<file path="config.mk">
export PLATFORM = sky130hd
export DESIGN_NAME = mcu_port_uart
export DESIGN_NICKNAME = d
export VERILOG_FILES = /design/src/rtl/mcu_port_uart_pkg.sv /design/src/rtl/mcu_port_uart_sync_fifo.sv /design/src/rtl/mcu_port_uart.sv
export SDC_FILE = /design/constraint.sdc
export NUM_CORES = 1
export LEC_CHECK = 0
export ABC_CLOCK_PERIOD_IN_PS = 4200
export CELL_PAD_IN_SITES_DETAIL_PLACEMENT = 1
export CELL_PAD_IN_SITES_GLOBAL_PLACEMENT = 1
export CORE_MARGIN = 10
export CORE_UTILIZATION = 31
export CTS_CLUSTER_SIZE = 12
export DETAILED_ROUTE_END_ITERATION = 7
export PLACE_DENSITY = 0.58
export SLEW_MARGIN = 0
export SYNTH_ARGS = -nofsm -noshare
export SYNTH_HDL_FRONTEND = slang
export SYNTH_SLANG_ARGS = --single-unit
</file>
<file path="constraint.sdc">
create_clock -name clk_i -period 4.2 [get_ports clk_i]
set_clock_uncertainty 0.2 [all_clocks]
set_input_delay 0.84 -clock clk_i [delete_from_list [all_inputs] [get_ports clk_i]]
set_output_delay 0.84 -clock clk_i [all_outputs]
set_load 0.02 [all_outputs]
</file>
<file path="src/rtl/mcu_port_uart_pkg.sv">
`default_nettype none
// ============================================================================
// Module      : mcu_port_uart_pkg
// Description : Shared constants for the MCU port UART: register addresses,
//               STATUS/CONTROL bit positions and TX/RX state encodings.
// Revision    : 1.0 - initial release
// ============================================================================
package mcu_port_uart_pkg;

  // Register select values decoded from port0[1:0]; address 3 is reserved.
  localparam logic [1:0] REG_DATA   = 2'd0;
  localparam logic [1:0] REG_STATUS = 2'd1;
  localparam logic [1:0] REG_CTRL   = 2'd2;

  // STATUS register bit positions (bit 7 always reads 0).
  localparam int ST_TX_EMPTY  = 0;
  localparam int ST_TX_FULL   = 1;
  localparam int ST_RX_AVAIL  = 2;
  localparam int ST_RX_FULL   = 3;
  localparam int ST_RX_OVERRUN = 4;
  localparam int ST_FRAME_ERR = 5;
  localparam int ST_TX_BUSY   = 6;

  // CONTROL register bit positions.
  localparam int CTRL_CLEAR = 0;
  localparam int CTRL_FLUSH = 1;
  localparam int CTRL_LOOP  = 2;

  typedef enum logic [1:0] {
    TX_IDLE  = 2'd0,
    TX_START = 2'd1,
    TX_DATA  = 2'd2,
    TX_STOP  = 2'd3
  } tx_state_e;

  typedef enum logic [1:0] {
    RX_IDLE  = 2'd0,
    RX_START = 2'd1,
    RX_DATA  = 2'd2,
    RX_STOP  = 2'd3
  } rx_state_e;

endpackage
`default_nettype wire

</file>
<file path="src/rtl/mcu_port_uart_sync_fifo.sv">
`default_nettype none
// ============================================================================
// Module      : sync_fifo
// Description : Single-clock 8-bit FIFO with 2**FIFO_AW entries. Head data is
//               presented combinationally. A push into a full FIFO is accepted
//               only when a pop happens in the same cycle. Flush empties it.
// Revision    : 1.0 - initial release
// ============================================================================
module sync_fifo #(
  parameter int FIFO_AW = 4
) (
  input  logic       clk_i,
  input  logic       rst_ni,
  input  logic       push,
  input  logic [7:0] wdata,
  input  logic       pop,
  input  logic       flush,
  output logic [7:0] rdata,
  output logic       full,
  output logic       empty
);

  localparam int DEPTH = 2 ** FIFO_AW;
  localparam logic [FIFO_AW:0] DEPTH_CNT = (FIFO_AW + 1)'(DEPTH);

  logic [7:0]         mem [DEPTH];
  logic [FIFO_AW-1:0] wr_ptr;
  logic [FIFO_AW-1:0] rd_ptr;
  logic [FIFO_AW:0]   count;
  logic               do_push;
  logic               do_pop;

  assign empty   = (count == '0);
  assign full    = (count == DEPTH_CNT);
  assign do_pop  = pop & ~empty & ~flush;
  assign do_push = push & (~full | do_pop) & ~flush;
  assign rdata   = mem[rd_ptr];

  // Pointer and occupancy bookkeeping; flush discards everything.
  always_ff @(posedge clk_i or negedge rst_ni) begin
    if (!rst_ni) begin
      wr_ptr <= '0;
      rd_ptr <= '0;
      count  <= '0;
    end else if (flush) begin
      wr_ptr <= '0;
      rd_ptr <= '0;
      count  <= '0;
    end else begin
      if (do_push) wr_ptr <= wr_ptr + 1'b1;
      if (do_pop)  rd_ptr <= rd_ptr + 1'b1;
      if (do_push && !do_pop)      count <= count + 1'b1;
      else if (do_pop && !do_push) count <= count - 1'b1;
    end
  end

  // Storage array; contents are don't-care until written.
  always_ff @(posedge clk_i) begin
    if (do_push) mem[wr_ptr] <= wdata;
  end

endmodule
`default_nettype wire

</file>
<file path="src/rtl/mcu_port_uart.sv">
`default_nettype none
// ============================================================================
// Module      : mcu_port_uart
// Description : 8N1 UART peripheral on the MCU port interface. port0 selects
//               DATA/STATUS/CONTROL, port1+strobe1 write, port2 reads with
//               strobe2 as read acknowledge. TX and RX each use a sync_fifo.
//               Optional internal loopback: MCU_PORT_UART_LOOPBACK_EN.
// Revision    : 1.0 - initial release
// ============================================================================
module mcu_port_uart
  import mcu_port_uart_pkg::*;
#(
  parameter int CLKS_PER_BIT = 16,
  parameter int FIFO_AW      = 4
) (
  input  logic       clk_i,
  input  logic       rst_ni,
  input  logic [7:0] port0_i,
  input  logic [7:0] port1_i,
  input  logic       strobe1_i,
  output logic [7:0] port2_o,
  input  logic       strobe2_i,
  output logic       uart_tx_o,
  input  logic       uart_rx_i
);

  localparam int CNT_W = $clog2(CLKS_PER_BIT);
  localparam logic [CNT_W-1:0] BIT_LAST  = CNT_W'(CLKS_PER_BIT - 1);
  localparam logic [CNT_W-1:0] HALF_LAST = CNT_W'(CLKS_PER_BIT / 2 - 1);

  // ---------------- register decode ----------------
  logic [1:0] sel;
  logic       data_wr, ctrl_wr, flush, clr_flags, rx_pop;
  logic       unused_bits;

  assign sel       = port0_i[1:0];
  assign data_wr   = strobe1_i & (sel == REG_DATA);
  assign ctrl_wr   = strobe1_i & (sel == REG_CTRL);
  assign flush     = ctrl_wr & port1_i[CTRL_FLUSH];
  assign clr_flags = ctrl_wr & port1_i[CTRL_CLEAR];
  assign rx_pop    = strobe2_i & (sel == REG_DATA);
  assign unused_bits = ^{port0_i[7:2], port1_i[7:2]};

  // ---------------- FIFOs ----------------
  logic [7:0] tx_head, rx_head, rx_shift;
  logic       tx_full, tx_empty, tx_pop;
  logic       rx_full, rx_empty, rx_good, rx_ferr;

  sync_fifo #(.FIFO_AW(FIFO_AW)) u_tx_fifo (
    .clk_i(clk_i), .rst_ni(rst_ni), .push(data_wr), .wdata(port1_i),
    .pop(tx_pop), .flush(flush), .rdata(tx_head), .full(tx_full), .empty(tx_empty)
  );

  sync_fifo #(.FIFO_AW(FIFO_AW)) u_rx_fifo (
    .clk_i(clk_i), .rst_ni(rst_ni), .push(rx_good), .wdata(rx_shift),
    .pop(rx_pop), .flush(flush), .rdata(rx_head), .full(rx_full), .empty(rx_empty)
  );

  // ---------------- TX FSM ----------------
  tx_state_e        tx_state, tx_state_n;
  logic [CNT_W-1:0] tx_cnt, tx_cnt_n;
  logic [2:0]       tx_bit, tx_bit_n;
  logic [7:0]       tx_shift, tx_shift_n;
  logic             tx_line, tx_line_n;

  // TX state and datapath registers; the line idles high.
  always_ff @(posedge clk_i or negedge rst_ni) begin
    if (!rst_ni) begin
      tx_state <= TX_IDLE;
      tx_cnt   <= '0;
      tx_bit   <= '0;
      tx_shift <= '0;
      tx_line  <= 1'b1;
    end else begin
      tx_state <= tx_state_n;
      tx_cnt   <= tx_cnt_n;
      tx_bit   <= tx_bit_n;
      tx_shift <= tx_shift_n;
      tx_line  <= tx_line_n;
    end
  end

  // TX next state: pop a byte from IDLE, then start/8 data/stop bit periods.
  always_comb begin
    tx_state_n = tx_state;
    tx_cnt_n   = tx_cnt;
    tx_bit_n   = tx_bit;
    tx_shift_n = tx_shift;
    tx_pop     = 1'b0;
    case (tx_state)
      TX_IDLE: begin
        if (!tx_empty && !flush) begin
          tx_pop     = 1'b1;
          tx_shift_n = tx_head;
          tx_cnt_n   = '0;
          tx_bit_n   = '0;
          tx_state_n = TX_START;
        end
      end
      TX_START: begin
        if (tx_cnt == BIT_LAST) begin
          tx_cnt_n   = '0;
          tx_state_n = TX_DATA;
        end else tx_cnt_n = tx_cnt + 1'b1;
      end
      TX_DATA: begin
        if (tx_cnt == BIT_LAST) begin
          tx_cnt_n = '0;
          if (tx_bit == 3'd7) tx_state_n = TX_STOP;
          else begin
            tx_bit_n   = tx_bit + 3'd1;
            tx_shift_n = {1'b0, tx_shift[7:1]};
          end
        end else tx_cnt_n = tx_cnt + 1'b1;
      end
      TX_STOP: begin
        if (tx_cnt == BIT_LAST) tx_state_n = TX_IDLE;
        else tx_cnt_n = tx_cnt + 1'b1;
      end
      default: tx_state_n = TX_IDLE;
    endcase
    // The line register follows the next state so line and state move together.
    case (tx_state_n)
      TX_START: tx_line_n = 1'b0;
      TX_DATA:  tx_line_n = tx_shift_n[0];
      default:  tx_line_n = 1'b1;
    endcase
  end

  // ---------------- loopback option ----------------
  logic loop_en;
  logic rx_src;
`ifdef MCU_PORT_UART_LOOPBACK_EN
  // Loopback enable, written through CONTROL.
  always_ff @(posedge clk_i or negedge rst_ni) begin
    if (!rst_ni) loop_en <= 1'b0;
    else if (ctrl_wr) loop_en <= port1_i[CTRL_LOOP];
  end
  assign rx_src    = loop_en ? tx_line : uart_rx_i;
  assign uart_tx_o = loop_en ? 1'b1 : tx_line;
`else
  assign loop_en   = 1'b0;
  assign rx_src    = uart_rx_i;
  assign uart_tx_o = tx_line;
`endif

  // ---------------- RX path ----------------
  logic [1:0]       rx_sync;
  logic             rx_s, rx_prev;
  rx_state_e        rx_state, rx_state_n;
  logic [CNT_W-1:0] rx_cnt, rx_cnt_n;
  logic [2:0]       rx_bit, rx_bit_n;
  logic [7:0]       rx_shift_n;

  assign rx_s = rx_sync[1];

  // Synchronizer, edge history and RX state registers.
  always_ff @(posedge clk_i or negedge rst_ni) begin
    if (!rst_ni) begin
      rx_sync  <= 2'b11;
      rx_prev  <= 1'b1;
      rx_state <= RX_IDLE;
      rx_cnt   <= '0;
      rx_bit   <= '0;
      rx_shift <= '0;
    end else begin
      rx_sync  <= {rx_sync[0], rx_src};
      rx_prev  <= rx_s;
      rx_state <= rx_state_n;
      rx_cnt   <= rx_cnt_n;
      rx_bit   <= rx_bit_n;
      rx_shift <= rx_shift_n;
    end
  end

  // RX next state: confirm start at half bit, then sample each bit mid-period.
  always_comb begin
    rx_state_n = rx_state;
    rx_cnt_n   = rx_cnt;
    rx_bit_n   = rx_bit;
    rx_shift_n = rx_shift;
    rx_good    = 1'b0;
    rx_ferr    = 1'b0;
    case (rx_state)
      RX_IDLE: begin
        if (rx_prev && !rx_s) begin
          rx_cnt_n   = '0;
          rx_bit_n   = '0;
          rx_state_n = RX_START;
        end
      end
      RX_START: begin
        if (rx_cnt == HALF_LAST) begin
          rx_cnt_n   = '0;
          rx_state_n = rx_s ? RX_IDLE : RX_DATA;
        end else rx_cnt_n = rx_cnt + 1'b1;
      end
      RX_DATA: begin
        if (rx_cnt == BIT_LAST) begin
          rx_cnt_n   = '0;
          rx_shift_n = {rx_s, rx_shift[7:1]};
          if (rx_bit == 3'd7) rx_state_n = RX_STOP;
          else rx_bit_n = rx_bit + 3'd1;
        end else rx_cnt_n = rx_cnt + 1'b1;
      end
      RX_STOP: begin
        if (rx_cnt == BIT_LAST) begin
          rx_good    = rx_s;
          rx_ferr    = ~rx_s;
          rx_state_n = RX_IDLE;
        end else rx_cnt_n = rx_cnt + 1'b1;
      end
      default: rx_state_n = RX_IDLE;
    endcase
  end

  // ---------------- sticky flags ----------------
  logic overrun, frame_err;

  // Sticky error flags; a new error in the clearing cycle wins.
  always_ff @(posedge clk_i or negedge rst_ni) begin
    if (!rst_ni) begin
      overrun   <= 1'b0;
      frame_err <= 1'b0;
    end else begin
      if (clr_flags) begin
        overrun   <= 1'b0;
        frame_err <= 1'b0;
      end
      if (rx_good && rx_full && !rx_pop) overrun <= 1'b1;
      if (rx_ferr) frame_err <= 1'b1;
    end
  end

  // ---------------- read mux ----------------
  logic [7:0] status;

  // STATUS register assembly.
  always_comb begin
    status                = 8'h00;
    status[ST_TX_EMPTY]   = tx_empty;
    status[ST_TX_FULL]    = tx_full;
    status[ST_RX_AVAIL]   = ~rx_empty;
    status[ST_RX_FULL]    = rx_full;
    status[ST_RX_OVERRUN] = overrun;
    status[ST_FRAME_ERR]  = frame_err;
    status[ST_TX_BUSY]    = (tx_state != TX_IDLE);
  end

  // Combinational read data for the selected register.
  always_comb begin
    port2_o = 8'h00;
    case (sel)
      REG_DATA:   port2_o = rx_empty ? 8'h00 : rx_head;
      REG_STATUS: port2_o = status;
      REG_CTRL:   port2_o[CTRL_LOOP] = loop_en;
      default:    port2_o = 8'h00;
    endcase
  end

endmodule
`default_nettype wire

</file>
==> qor.tcl, run 1 <==
set qor(outcome) {finished, final reports clean}
set qor(number_of_enable_flip_flop_cells_after_synthesis) 256
set qor(vdd.ir_drop.worst_v) 0.0003210
set qor(sum_of_routed_wire_length_over_all_layers_um) 30980
set qor(report.final.setup_viol) 0
set qor(tritoncts) {done}
set qor(fin_setup_tns_ns) 0
set qor(grt_antenna_before_repair) 0
set qor(final-hold-violation-count) 0
set qor(synth.yosys.seq_area_share_pct) 67.86
set qor(first_global_vias) 7880
set qor(hold_path_startpoint) {rx_sync[0]$_DFF_PN1_}
set qor(cts_made_buffers) 38
set qor(ys_ff_latch) 322
set qor(startpoint_type) {flop}
set qor(post_route_cells_drive_above_1_share_pct) 19.89
set qor(relSlewSlack_pct) 38.60
set qor(arrival_ns) 3.00
set qor(dp_worst_setup_slack_ns) 0.1668
set qor(grt-ovfl-total) 0
set qor(cts-root-buf) {clkbuf_16}
set qor(fmaxAchievable_mhz) 247.6
set qor(top_level_ports) 30
set qor(syn-instance-count) 808
set qor(drtPass1Iterations) 4
set qor(die_area_mm2) 0.05325
set qor(clock_sinks) 322
set qor(worstReg2RegStart) {u_rx_fifo.count[0]$_DFFE_PN0P_}
set qor(maxCapViolations) 0
set qor(ys_warn_count) 0
set qor(multi_input_logic_area_mm2) 0.004101
set qor(start_util_pct) 31.27
set qor(grt_max_degree) 67
set qor(sequential_cell_area_mm2) 0.009346
set qor(core_mm2) 0.04403
set qor(slew_viol_final) 0
set qor(area_delta_synth_final_pct) 16.83
set qor(reg2reg_to) {u_rx_fifo.count[4]$_DFFE_PN0P_}
set qor(detail_route.drc_violations) 0
set qor(drtIter0Drc) 382
set qor(floorplan.die.height_um) 230.8
set qor(endpoint_kind) {output pin}
set qor(number_of_filler_cells_placed_in_the_layout) 4499
set qor(cp_data_required_time_ns) 3.16
set qor(final.setup.worst_slack_ns) 0.1613
set qor(synthArstFlopShare_pct) 20.50
set qor(via_count) 7317
set qor(die_w_um) 230.8
set qor(worst_setup_hold_path_clk_slew_ns) 0.06
set qor(postRouteAntennaNets) 0
set qor(hold_class) {reg -> reg}
set qor(number_of_stages_on_the_worst_hold_path) 0
set qor(grt_pass1_wl_um) 48320
set qor(hold_end) {rx_sync[1]$_DFF_PN1_}
set qor(syn_area_mm2) 0.01377
set qor(port_buffers) 23
set qor(minimum_clock_period_after_layout_ns) 4.039
set qor(globalRouteTotalUtil_pct) 11.80
set qor(path_type_of_the_worst_setup_path) {reg -> out}
set qor(register_to_register_path_setup_slack_ns) 0.53
set qor(rsz_0062_raised_after_global_routing) {false}
set qor(power-per-cell-area_mw_per_mm2) 497.7
set qor(clock_tree.htree_level_count) 2
set qor(post_drt_via_cell_ratio) 4.888
set qor(worst_pin_slew_ns) 0.9210
set qor(num_rows) 77
set qor(detailed_place_hpwl_um) 19860
set qor(period_share_pct) 96.16
set qor(path_max_fanout) 18
set qor(design.final.nets) 929
set qor(ys.flop_type) {edfxtp_1}
set qor(post-cts-setup-buffer-count) 0
set qor(worstSkewPairLatency_ns) 0.54
set qor(syn_nets) 859
set qor(reg2regPathDepth) 9
set qor(antenna_cells_inserted) 0
set qor(yosys.cell_types.count) 63
set qor(clock_tree.buffer_depth) 3
set qor(drt-wirelength-per-cell_um) 20.69
set qor(postSynthAreaPerCell_um2) 17.04
set qor(routabilityCongestion) 0.7475
set qor(leakagePower_uw) 0.005889
set qor(cts.hold.buffers_added) 0
## registers in the layout, summed over array words and instances, names as in the netlist, 3 cells and up, named ones only
signal / flops
u_tx_fifo.rd_ptr: 4
u_rx_fifo.count: 5
rx_cnt: 4
tx_bit: 3
rx_shift: 8
u_tx_fifo.count: 5
u_rx_fifo.rd_ptr: 4
rx_bit: 3
u_rx_fifo.mem: 128
tx_shift: 8
tx_cnt: 4
u_rx_fifo.wr_ptr: 4
u_tx_fifo.mem: 128
u_tx_fifo.wr_ptr: 4
## power by group
part / internal, uW / switching (uW) / leakage, uW
Sequential: 3590 / 222 / 0.00346
Combinational: 510 / 597 / 0.00187
Clock: 1800 / 1290 / 0.000561
Total: 5900 / 2100 / 0.00589
## cell type report
cell class,instances,share of cell area (%)
clock inverters,19,1.058
inverters,34,0.7933
multi-input cells,417,25.50
well taps,592,4.604
flip-flops and latches,322,58.10
repair buffers,65,3.803
clock buffers,48,6.145
## cell usage in the layout, fill, tap and decap left out, drive strengths merged, types with 4 or more instances in the layout
cell	count
a211oi	4
a21o	6
a21oi	14
a221o	6
a22oi	5
and2	12
and3	10
buf	42
clkbuf	48
clkdlybuf4s50	15
clkinv	12
dfrtp	62
dfstp	4
dlymetal6s2s	4
edfxtp	256
ha	28
inv	37
mux2	10
mux2i	8
mux4	77
nand2	53
nand2b	5
nand3	17
nand4	4
nand4b	4
nor2	30
nor3	27
nor3b	5
nor4	4
o211ai	5
o21a	5
o21ai	21
o311ai	4
o32ai	8
xnor2	8
xor2	8
## logic make-up (layout without fill, tap and decap cells)
logic type               count (synthesis)  in the layout  synth area share [%]
buffers and inverters                   69            166                 2.435
XOR/XNOR                                16             16                 1.018
adder cells (fa/ha/maj)                 30             30                 2.835
flip-flops                             322            322                 67.86
multiplexers                            95             95                 14.40
AND/OR/NAND/NOR                        187            187                 6.906
AO/OA/AOI/OAI                           89             89                 4.544
## critical path, cell delays in order, from the launching register on
cell and delay, ns:
dfrtp_2 0.42, buf_12 0.22, mux4_2 0.54, mux4_2 0.52, inv_1 0.09, o32ai_1 0.10
clkdlybuf4s50_1 0.55
## repair_timing
| item | in CTS | in global routing |
|---|---|---|
| cloned | 1 | 0 |
| endpoints found under the setup margin | 3 | 5 |
| gates resized for setup | 3 | 5 |
## cell usage after synthesis, drive strengths merged (10+ instances only)
cell type  count  area, um2
a21oi         14      73.82
and2          12      75.07
and3          10      62.56
buf           15      128.9
clkbuf        20      78.83
dfrtp         62       1551
edfxtp       256       7687
ha            28      350.3
inv           34      127.6
mux2          10      112.6
mux4          77       1790
nand2         53      198.9
nand3         17      85.08
nor2          30      112.6
nor3          27      140.1
o21ai         21      108.9
## per-stage QoR
| step | total power (uW) | area [um2] | hold WS, ns | instances | util [%] |
|---|---|---|---|---|---|
| 3_5_place_dp | 4960 | 14880 | 0.1470 | 1429 | 33.81 |
| 4_1_cts | 8141 | 16070 | 0.1556 | 1497 | 36.50 |
| 2_1_floorplan | 4583 | 13770 | 0.1452 | 808 | - |
| 5_1_grt | 8421 | 16090 | 0.1588 | 1497 | 36.54 |
| 3_3_place_gp | 4940 | 14880 | 0.1462 | 1429 | 33.81 |
| 6_report | 8006 | 16090 | 0.1550 | 1497 | 36.54 |
## how the worst max path moves through the flow
stage	start	end	depth (start not counted)
after global routing	u_rx_fifo.rd_ptr[0]$_DFFE_PN0P_	port2_o[3]	6
final	u_rx_fifo.rd_ptr[0]$_DFFE_PN0P_	port2_o[3]	6
after global placement	port0_i[0]	port2_o[4]	4
after CTS	u_rx_fifo.rd_ptr[0]$_DFFE_PN0P_	port2_o[1]	6
after detailed placement	port0_i[0]	u_rx_fifo.count[4]$_DFFE_PN0P_	11
after floorplan	port0_i[0]	u_tx_fifo.count[4]$_DFFE_PN0P_	10
## per-layer routing
metal	vias up	GRT usage, %	part of all wire [%]
li1	3350	-	-
met1	3813	14.72	43
met2	110	20.24	51
met3	44	2.355	3.9
met4	0	3.782	2.1
met5	-	0	0
No activity file was read; power rests on OpenSTA's default activity.
==> run 2: changes to the inputs <==
--- a/config.mk
+++ b/config.mk
@@ -8,9 +8,7 @@
 export ABC_CLOCK_PERIOD_IN_PS = 4200
 export CELL_PAD_IN_SITES_DETAIL_PLACEMENT = 1
 export CELL_PAD_IN_SITES_GLOBAL_PLACEMENT = 1
-export CORE_MARGIN = 10
 export CORE_UTILIZATION = 31
-export CTS_CLUSTER_SIZE = 12
 export DETAILED_ROUTE_END_ITERATION = 7
 export PLACE_DENSITY = 0.58
 export SLEW_MARGIN = 0
==> run 2 against run 1 <==
Clock power about the same. Final area increased by 0.16%. Worst setup slack got worse by 0.033 ns. Clock-buffer cell count decreased by 3. Fmax decreased by 0.82%. Worst hold slack improved by 0.017 ns. Highest routed layer unchanged.
==> qor.tcl, run 2 (same netlist as run 1, synthesis figures left out) <==
set qor(cts_made_buffers) 37 ;# was 38
set qor(post_drt_via_cell_ratio) 4.920 ;# was 4.888
set qor(timing.critical_path.from) {u_rx_fifo.rd_ptr[0]$_DFFE_PN0P_} ;# unchanged
set qor(tritoncts) {done} ;# unchanged
set qor(maxCapViolations) 0 ;# unchanged
set qor(endpoint_kind) {output pin} ;# unchanged
set qor(leakagePower_uw) 0.005891 ;# was 0.005889 uW
set qor(relSlewSlack_pct) 31.07 ;# was 38.60%
set qor(post-cts-setup-buffer-count) 0 ;# unchanged
set qor(postRouteAntennaNets) 0 ;# unchanged
set qor(worst_pin_slew_ns) 1.030 ;# was 0.9210 ns
set qor(arrival_ns) 3.03 ;# was 3.00 ns
set qor(register_to_register_path_setup_slack_ns) 0.76 ;# was 0.53 ns
set qor(finalInstanceArea_mm2) 0.01611 ;# was 0.01609 mm2
set qor(wl_met2_um) 15310 ;# was 15680 um
set qor(detail_route.drc_violations) 0 ;# unchanged
set qor(first_global_vias) 7883 ;# was 7880
set qor(drtPass1Iterations) 6 ;# was 4
set qor(placedInstanceArea_mm2) 0.01490 ;# was 0.01488 mm2
set qor(drtIter0Drc) 434 ;# was 382
set qor(power-per-cell-area_mw_per_mm2) 499.4 ;# was 497.7 mW/mm2
set qor(met1_length_um) 14220 ;# was 13430 um
set qor(floorplan.die.height_um) 212.8 ;# was 230.8 um
set qor(largest_registers) {u_rx_fifo.mem (128), u_tx_fifo.mem (128)} ;# unchanged
set qor(worstReg2RegStart) {rx_cnt[0]$_DFFE_PN0P_} ;# was u_rx_fifo.count[0]$_DFFE_PN0P_
set qor(minimum_clock_period_after_layout_ns) 4.072 ;# was 4.039 ns
set qor(grt-ovfl-total) 0 ;# unchanged
set qor(post_route_cells_drive_above_1_share_pct) 19.96 ;# was 19.89%
set qor(globalRouteTotalUtil_pct) 14.28 ;# was 11.80%
set qor(startpoint_type) {flop} ;# unchanged
set qor(core_mm2) 0.04346 ;# was 0.04403 mm2
set qor(start_util_pct) 31.69 ;# was 31.27%
set qor(clock_sinks) 322 ;# unchanged
set qor(hold_path_startpoint) {rx_sync[0]$_DFF_PN1_} ;# unchanged
set qor(grt_antenna_before_repair) 0 ;# unchanged
set qor(outcome) {finished, final reports clean} ;# unchanged
set qor(hold_class) {reg -> reg} ;# unchanged
set qor(drt-wirelength-per-cell_um) 20.76 ;# was 20.69 um
set qor(routabilityCongestion) 0.7984 ;# was 0.7475
set qor(period_share_pct) 96.95 ;# was 96.16%
set qor(dp_worst_setup_slack_ns) 0.2177 ;# was 0.1668 ns
set qor(final.setup.worst_slack_ns) 0.1280 ;# was 0.1613 ns
set qor(num_rows) 76 ;# was 77
set qor(topRoutingLayerUsed) {met4} ;# unchanged
set qor(detailed_place_hpwl_um) 20120 ;# was 19860 um
set qor(layout_commonest_cell) {edfxtp_1} ;# unchanged
set qor(antenna_cells_inserted) 0 ;# unchanged
set qor(path_max_fanout) 18 ;# unchanged
set qor(area_delta_synth_final_pct) 17.02 ;# was 16.83%
set qor(leading_cell_types_in_the_layout_fill_and_taps_excluded) {256 x edfxtp_1, 62 x mux4_2, 60 x dfrtp_1} ;# unchanged
set qor(worstSkewPairLatency_ns) 0.55 ;# was 0.54 ns
set qor(slew_viol_final) 0 ;# unchanged
set qor(rsz_0062_raised_after_global_routing) {false} ;# unchanged
set qor(die_w_um) 212.8 ;# was 230.8 um
set qor(port_buffers) 23 ;# unchanged
set qor(sum_of_routed_wire_length_over_all_layers_um) 30970 ;# was 30980 um
set qor(met3_wirelength_um) 913 ;# was 1223 um
set qor(grt_pass1_wl_um) 48190 ;# was 48320 um
set qor(final-hold-violation-count) 0 ;# unchanged
set qor(path_type_of_the_worst_setup_path) {reg -> out} ;# unchanged
set qor(cts-root-buf) {clkbuf_16} ;# unchanged
set qor(via_count) 7340 ;# was 7317
set qor(vdd.ir_drop.worst_v) 0.0002449 ;# was 0.0003210 V
set qor(clock_tree.htree_level_count) 2 ;# unchanged
set qor(fin_setup_tns_ns) 0 ;# unchanged
set qor(cp_data_required_time_ns) 3.16 ;# about the same
set qor(die_area_mm2) 0.04526 ;# was 0.05325 mm2
set qor(report.power.total_uw) 8048 ;# was 8006 uW
set qor(worst_setup_hold_path_clk_slew_ns) 0.06 ;# about the same
set qor(grt_max_degree) 67 ;# unchanged
set qor(design.final.nets) 930 ;# was 929
set qor(clock_tree.buffer_depth) 3 ;# unchanged
set qor(top_level_ports) 30 ;# unchanged
set qor(fmaxAchievable_mhz) 245.6 ;# was 247.6 MHz
set qor(report.final.setup_viol) 0 ;# unchanged
## run 2: changes by cell type in the layout (fill, tap and decap cells not counted)
cell and change:
clkdlybuf4s50_1 +3, dlygate4sd2_1 -3, clkbuf_1 -2, clkinv_1 +2
inv_6 -2, buf_12 +1, buf_4 +1, bufinv_16 +1
clkbuf_16 -1, clkinv_2 +1, clkinv_8 +1, or3_1 +1
or3_4 -1
## run 2: layer usage
metal | vias up | track usage, %
met1 | 3858 | 19.19
met5 | - | 0
met3 | 39 | 2.324
li1 | 3352 | -
met4 | 0 | 4.019
met2 | 91 | 23.83
## run 2: worst paths after layout
kind	to	depth (start not counted)
setup / recovery	port2_o[0]	6
hold / removal	rx_sync[1]$_DFF_PN1_	0
setup reg to reg	u_rx_fifo.count[4]$_DFFE_PN0P_	11
hold reg to reg	rx_sync[1]$_DFF_PN1_	0
max in group asynchronous	u_rx_fifo.rd_ptr[0]$_DFFE_PN0P_	1
min in group asynchronous	tx_shift[6]$_DFFE_PN0P_	1
## run 2: worst max-delay path, cell delays in order (launching register included)
cell	delay [ns]
dfrtp_2	0.41
buf_12	0.22
mux4_2	0.56
mux4_2	0.50
inv_1	0.11
o32ai_1	0.10
clkdlybuf4s50_1	0.58
## run 2: metrics by stage
step | utilization, % | hold slack [ns] | std cells
finish | 37.08 | 0.1718 | 1492
global route | 37.08 | 0.1776 | 1492
CTS | 37.06 | 0.1720 | 1492
detailed placement | 34.29 | 0.1627 | 1424
global placement | 34.29 | 0.1560 | 1424
floorplan | - | 0.1452 | 808
## run 2: what timing repair did
| item | 4_1_cts | 5_1_grt |
|---|---|---|
| pin swaps | 0 | 0 |
| hold buffers | 0 | 0 |
| setup endpoints to repair | 2 | 4 |
| gates resized for setup | 0 | 4 |
| gates cloned | 1 | 0 |
## run 2: cell type report
class,instances,area (um2)
Sequential cell,322,9346
Tap cell,585,732.0
Timing Repair Buffer,67,643.1
Clock buffer,45,955.9
Inverter,34,127.6
Clock inverter,22,211.5
Multi-Input combinational cell,417,4096
Fill cell,4374,27340
## run 2: where the power goes
part           total, uW  switching [uW]  leakage, uW  internal [uW]
sequential          3820             224      0.00346           3590
combinational       1120             610      0.00187            515
clock               3110            1290     0.000565           1820
total               8050            2120      0.00589           5920
